File: config.mk
export PLATFORM = sky130hd
export DESIGN_NAME = instr_encoder_flat
export DESIGN_NICKNAME = d
export VERILOG_FILES = /design/src/rtl/instr_encoder_if.sv /design/src/rtl/instr_encoder.sv /design/src/flat_wrapper.sv
export SDC_FILE = /design/constraint.sdc
export NUM_CORES = 1
export LEC_CHECK = 0
export CORE_MARGIN = 5
export CORE_UTILIZATION = 50
export CTS_CLUSTER_SIZE = 10
export DETAILED_ROUTE_END_ITERATION = 10
export MAX_ROUTING_LAYER = met4
export PLACE_DENSITY = 0.85
export SYNTH_ARGS = -nofsm -noshare
export SYNTH_HDL_FRONTEND = slang
export SYNTH_SLANG_ARGS = --single-unit
File: constraint.sdc
create_clock -name clk -period 5.5 [get_ports clk]
set_clock_uncertainty 0.15 [all_clocks]
set_input_delay 1.1 -clock clk [delete_from_list [all_inputs] [get_ports clk]]
set_output_delay 1.1 -clock clk [all_outputs]
set_load 0.01 [all_outputs]
File: src/rtl/instr_encoder_if.sv
// Request/response bundle for instr_encoder: request fields in, encoded word out.
interface instr_encoder_if;
    logic        in_valid;
    logic        in_ready;
    logic [2:0]  in_fmt;
    logic [6:0]  in_opcode;
    logic [4:0]  in_rd;
    logic [4:0]  in_rs1;
    logic [4:0]  in_rs2;
    logic [2:0]  in_funct3;
    logic [6:0]  in_funct7;
    logic [63:0] in_imm;
    logic        out_valid;
    logic        out_ready;
    logic [31:0] out_instr;
    logic        out_err;

    modport master (
        output in_valid, in_fmt, in_opcode, in_rd, in_rs1, in_rs2,
               in_funct3, in_funct7, in_imm, out_ready,
        input  in_ready, out_valid, out_instr, out_err
    );

    modport slave (
        input  in_valid, in_fmt, in_opcode, in_rd, in_rs1, in_rs2,
               in_funct3, in_funct7, in_imm, out_ready,
        output in_ready, out_valid, out_instr, out_err
    );
endinterface

File: src/rtl/instr_encoder.sv
// RV32 instruction encoder: packs fields + immediate per format, range-checks,
// and buffers {instr, err} in a 2-entry FIFO.
module instr_encoder (
    input  logic               clk,
    input  logic               rst,
    instr_encoder_if.slave     bus,
    output logic [15:0]        enc_count,
    output logic [15:0]        err_count
);
    typedef enum logic [2:0] {
        FMT_R = 3'd0, FMT_I = 3'd1, FMT_S = 3'd2,
        FMT_B = 3'd3, FMT_U = 3'd4, FMT_J = 3'd5
    } fmt_e;

    logic [63:0] imm;
    logic        i_ok, b_ok, j_ok, u_ok;
    logic [31:0] enc_instr;
    logic        enc_err;

    assign imm  = bus.in_imm;
    // Each range check is "upper bits are a pure sign extension".
    assign i_ok = (&imm[63:11]) | ~(|imm[63:11]);
    assign b_ok = ((&imm[63:12]) | ~(|imm[63:12])) & ~imm[0];
    assign j_ok = ((&imm[63:20]) | ~(|imm[63:20])) & ~imm[0];
    assign u_ok = ~(|imm[11:0]) & ((&imm[63:31]) | ~(|imm[63:31]));

    always_comb begin
        enc_instr = '0;
        enc_err   = 1'b0;
        case (fmt_e'(bus.in_fmt))
            FMT_R: enc_instr = {bus.in_funct7, bus.in_rs2, bus.in_rs1, bus.in_funct3,
                                bus.in_rd, bus.in_opcode};
            FMT_I: begin
                enc_instr = {imm[11:0], bus.in_rs1, bus.in_funct3, bus.in_rd, bus.in_opcode};
                enc_err   = ~i_ok;
            end
            FMT_S: begin
                enc_instr = {imm[11:5], bus.in_rs2, bus.in_rs1, bus.in_funct3,
                             imm[4:0], bus.in_opcode};
                enc_err   = ~i_ok;
            end
            FMT_B: begin
                enc_instr = {imm[12], imm[10:5], bus.in_rs2, bus.in_rs1, bus.in_funct3,
                             imm[4:1], imm[11], bus.in_opcode};
                enc_err   = ~b_ok;
            end
            FMT_U: begin
                enc_instr = {imm[31:12], bus.in_rd, bus.in_opcode};
                enc_err   = ~u_ok;
            end
            FMT_J: begin
                enc_instr = {imm[20], imm[10:1], imm[11], imm[19:12], bus.in_rd, bus.in_opcode};
                enc_err   = ~j_ok;
            end
            default: enc_err = 1'b1;
        endcase
        if (enc_err) enc_instr = '0;
    end

    logic [32:0] mem_q [2];
    logic        wptr_q, rptr_q;
    logic [1:0]  occ_q, occ_d;
    logic        rdy_q;
    logic [15:0] enc_cnt_q, err_cnt_q;
    logic        push, pop;

    assign push = bus.in_valid & rdy_q;
    assign pop  = bus.out_ready & (occ_q != 2'd0);

    always_comb begin
        occ_d = occ_q;
        case ({push, pop})
            2'b10:   occ_d = occ_q + 2'd1;
            2'b01:   occ_d = occ_q - 2'd1;
            default: occ_d = occ_q;
        endcase
    end

    // Ready is registered from next occupancy, so out_ready never reaches in_ready combinationally.
    always_ff @(posedge clk) begin
        if (rst) begin
            for (int i = 0; i < 2; i++) mem_q[i] <= '0;
            wptr_q    <= 1'b0;
            rptr_q    <= 1'b0;
            occ_q     <= 2'd0;
            rdy_q     <= 1'b0;
            enc_cnt_q <= '0;
            err_cnt_q <= '0;
        end else begin
            if (push) begin
                mem_q[wptr_q] <= {enc_instr, enc_err};
                wptr_q        <= ~wptr_q;
                if (!enc_err && enc_cnt_q != 16'hFFFF) enc_cnt_q <= enc_cnt_q + 16'd1;
                if (enc_err && err_cnt_q != 16'hFFFF)  err_cnt_q <= err_cnt_q + 16'd1;
            end
            if (pop) rptr_q <= ~rptr_q;
            occ_q <= occ_d;
            rdy_q <= (occ_d != 2'd2);
        end
    end

    assign bus.in_ready  = rdy_q;
    assign bus.out_valid = (occ_q != 2'd0);
    assign {bus.out_instr, bus.out_err} = (occ_q != 2'd0) ? mem_q[rptr_q] : 33'd0;
    assign enc_count = enc_cnt_q;
    assign err_count = err_cnt_q;
endmodule

File: src/flat_wrapper.sv
// flat-port wrapper written by rule: the top's interface ports become plain ports
module instr_encoder_flat 
  (clk, rst, enc_count, err_count, bus_in_valid, bus_in_fmt, bus_in_opcode, bus_in_rd, bus_in_rs1, bus_in_rs2, bus_in_funct3, bus_in_funct7, bus_in_imm, bus_out_ready, bus_in_ready, bus_out_valid, bus_out_instr, bus_out_err);
  instr_encoder_if bus_i ();
  input  logic clk;
  input  logic rst;
  output logic [15:0] enc_count;
  output logic [15:0] err_count;
  input wire logic [$bits(bus_i.in_valid)-1:0] bus_in_valid;
  input wire logic [$bits(bus_i.in_fmt)-1:0] bus_in_fmt;
  input wire logic [$bits(bus_i.in_opcode)-1:0] bus_in_opcode;
  input wire logic [$bits(bus_i.in_rd)-1:0] bus_in_rd;
  input wire logic [$bits(bus_i.in_rs1)-1:0] bus_in_rs1;
  input wire logic [$bits(bus_i.in_rs2)-1:0] bus_in_rs2;
  input wire logic [$bits(bus_i.in_funct3)-1:0] bus_in_funct3;
  input wire logic [$bits(bus_i.in_funct7)-1:0] bus_in_funct7;
  input wire logic [$bits(bus_i.in_imm)-1:0] bus_in_imm;
  input wire logic [$bits(bus_i.out_ready)-1:0] bus_out_ready;
  output wire logic [$bits(bus_i.in_ready)-1:0] bus_in_ready;
  output wire logic [$bits(bus_i.out_valid)-1:0] bus_out_valid;
  output wire logic [$bits(bus_i.out_instr)-1:0] bus_out_instr;
  output wire logic [$bits(bus_i.out_err)-1:0] bus_out_err;
  assign bus_i.in_valid = bus_in_valid;
  assign bus_i.in_fmt = bus_in_fmt;
  assign bus_i.in_opcode = bus_in_opcode;
  assign bus_i.in_rd = bus_in_rd;
  assign bus_i.in_rs1 = bus_in_rs1;
  assign bus_i.in_rs2 = bus_in_rs2;
  assign bus_i.in_funct3 = bus_in_funct3;
  assign bus_i.in_funct7 = bus_in_funct7;
  assign bus_i.in_imm = bus_in_imm;
  assign bus_i.out_ready = bus_out_ready;
  assign bus_in_ready = bus_i.in_ready;
  assign bus_out_valid = bus_i.out_valid;
  assign bus_out_instr = bus_i.out_instr;
  assign bus_out_err = bus_i.out_err;
  instr_encoder u_core (.clk(clk), .rst(rst), .bus(bus_i), .enc_count(enc_count), .err_count(err_count));
endmodule
==> qor.csv <==
metric,value,unit
area growth from synthesis to layout,37.0,%
total power,2.04,mW
Post-CTS Resized,0,
clock latency on the worst-skew pair,0.34,ns
Tot GR Track Use,24.5,%
"Seq/Total Area, Yosys",48.3,%
Setup WS pre-CTS,1.01,ns
initial antenna violation count,0,
CTS sink cnt,104,
vias in the first global route,5254,
Cells after Synth,613,
"Warnings, synthesis",0,
Power Dens Cells,262,nW/um^2
most used cell along the critical path,nor2_1,
Critical Path RT,5.45,ns
clk slew on worst S/H paths,0.07,ns
CTS tree,done,
Final Critical Period,4.19,ns
Crit path max-delay family,simple AND/OR/NAND/NOR gates,
Initial Utilization,50.4,%
Die H,117,um
CP Class,input pin to flop,
peak supply drop,0.160,mV
Rel. slew slack,21.0,%
Post-Route WL,16.5,mm
CTS H-tree lvls,3,
Num CTS Buffers,9,
final hold violation count,0,
Synth Cell Area,5680,um^2
Post-CTS Setup Inserts,0,
# nets final,871,
multi-input combinational cell area,2780,um^2
synthesized area per cell,9.27,um^2
Root Driver,clkbuf_16,
f_max,238,MHz
Initial DRC Count,586,
DR DRC count,0,
flop and latch count out of synthesis,104,
die width,117,um
Final Cycle Share,76.2,%
unique cell type count in the Yosys netlist,50,
Fillers,870,
Reg area,2740,um^2
die area,13600,um^2
routed vias/inst,6.01,
Routed Antenna Nets,0,
Startpoint Class,input pin,
Min Hold Slack,0.339,ns
routed length per instance,18.1,um
Max-Cap Viols,0,
CTS Buffer Depth,2,
CP cell instances,clkdlybuf4s50_1 -> nor2_1 -> and4_1 -> nand4_1 -> nand3_1 -> o211ai_2 -> nor2_1 -> and2_1,
Slew @ Worst Pin,1.18,ns
# port buffers,169,
# hold bufs at CTS,0,
ANT cells,0,
asr flop ratio synth,0,%
Via Count,5490,
number of core rows,39,
CP endpoint kind,flop,
status,completed,
DP HPWL,11.9,mm
crit-path max cell delay,0.97,ns
share of layout cells above drive strength 1,5.58,%
setup TNS,0,ns
RSZ-0062 raised after global routing,no,
I/O pins,170,
number of synthesized flops with an enable pin,66,
core area,11300,um^2
GP Congestion,0.898,
total gr overflow,0,
ys flop type,edfxtp_1,
first-pass GRT wire length,25.6,mm
Leakage,2.62,nW
final setup vio count,0,
syn nets,719,
largest net degree at the start of global routing,55,
maximum fanout along the worst path,32,
Pre-Repair DR Iteration Count,6,
Worst path slowest cell,o211ai_2,
setup ws final,1.31,ns
Worst EP arrival,4.14,ns
fin. max-slew vios,0,
fin util,69.1,%
min-delay worst type,flop to flop,
crit path buf inv count,1,
cell usage after synthesis, types with 2 or more instances:
library cell	instances	area (um^2)
a21oi_1	34	170
o22ai_1	6	37.5
or3_1	12	75.1
o31ai_1	9	67.6
inv_1	7	26.3
and3_1	16	100
o41ai_1	2	17.5
nand2b_1	3	18.8
nor2_1	115	432
nor2b_1	25	156
nand3_1	22	110
xnor2_1	3	26.3
buf_2	5	25.0
or4_1	8	60.1
a22oi_1	20	150
nand2_1	37	139
a22o_1	2	17.5
buf_1	2	7.51
nor4_1	18	113
and4_1	3	26.3
a21o_1	2	15.0
mux2_2	11	124
ha_1	3	37.5
clkbuf_1	28	105
mux2i_1	36	360
o21ai_0	19	95.1
edfxtp_1	66	1980
nand4_1	23	144
nor3_1	9	45.0
dfxtp_1	38	761
and2_1	10	62.6
worst reg2reg max path, stage by stage (launching register included):
cell	delay [ns]
dfxtp_1	0.33
and2_1	0.12
buf_4	0.19
inv_1	0.19
nor2_1	0.19
nand2_1	0.37
nand2b_1	0.42
buf_4	0.42
layer usage:
metal | share of wire (%) | track usage [%] | wire [um] | vias to the layer above
li1 | - | - | - | 2579
met1 | 40 | 30.7 | 6530 | 2632
met2 | 51 | 41.0 | 8470 | 256
met3 | 7.5 | 4.15 | 1240 | 23
met4 | 1.7 | 6.88 | 284 | 0
met5 | 0 | - | 0 | -
layout by cell type, fill, tap and decap left out, types with 12 or more instances in the layout:
cell             count
edfxtp_1            66
a22oi_1             20
dfxtp_1             37
nor4_1              18
nor2b_1             25
nand2_1             37
a21oi_1             34
nor2_1             114
nand4_1             23
or3_1               12
and3_1              16
o21ai_0             19
mux2i_1             36
nand3_1             22
clkdlybuf4s50_1    168
final timing paths:
check / from / endpoint / slack [ns] / cells past startpoint
hold / removal: u_core.enc_count[13] / u_core.enc_count[13] / 0.34 / 2
setup / recovery: bus_in_fmt[0] / u_core.mem_q[1][6] / 1.31 / 8
setup reg to reg: u_core.bus.in_ready / u_core.mem_q[1][5] / 2.78 / 7
hold reg to reg: u_core.enc_count[13] / u_core.enc_count[13] / 0.34 / 2
registers in the layout (all words and copies together) (netlist names), named ones only:
register	flops
u_core.bus.in_ready	1
u_core.wptr_q	1
u_core.occ_q	2
u_core.rptr_q	1
u_core.enc_count	16
u_core.err_count	16
u_core.mem_q	66
area by class of cell:
cell class                 count  share of cell area (%)
multi-input combinational    466                    35.7
sequential                   104                    35.2
timing repair buffer         177                    22.4
clock buffer                  12                    3.63
tap                          143                    2.30
clock inverter                 4                   0.386
inverter                       7                   0.337
report_power, final:
| part | internal, mW | total (mW) | switching [mW] |
|---|---|---|---|
| clock | 0.371 | 0.661 | 0.290 |
| combinational | 0.235 | 0.461 | 0.227 |
| sequential | 0.872 | 0.919 | 0.0463 |
per-stage QoR:
stage	std cells	instance area [um^2]
floorplan	613	5680
global placement	897	7470
detailed placement	897	7470
CTS	913	7790
global route	913	7790
finish	913	7790
logic make-up (layout without fill, tap and decap cells):
group | after synthesis | in the layout | share of synthesized area, %
compound gates | 104 | 104 | 11.7
mux | 47 | 47 | 8.52
buf+inv | 43 | 200 | 3.08
xor+xnor | 3 | 3 | 0.463
simple gates | 309 | 309 | 27.3
fa+ha+maj | 3 | 3 | 0.661
flops | 104 | 104 | 48.3
No activity file was read; power rests on OpenSTA's default activity.
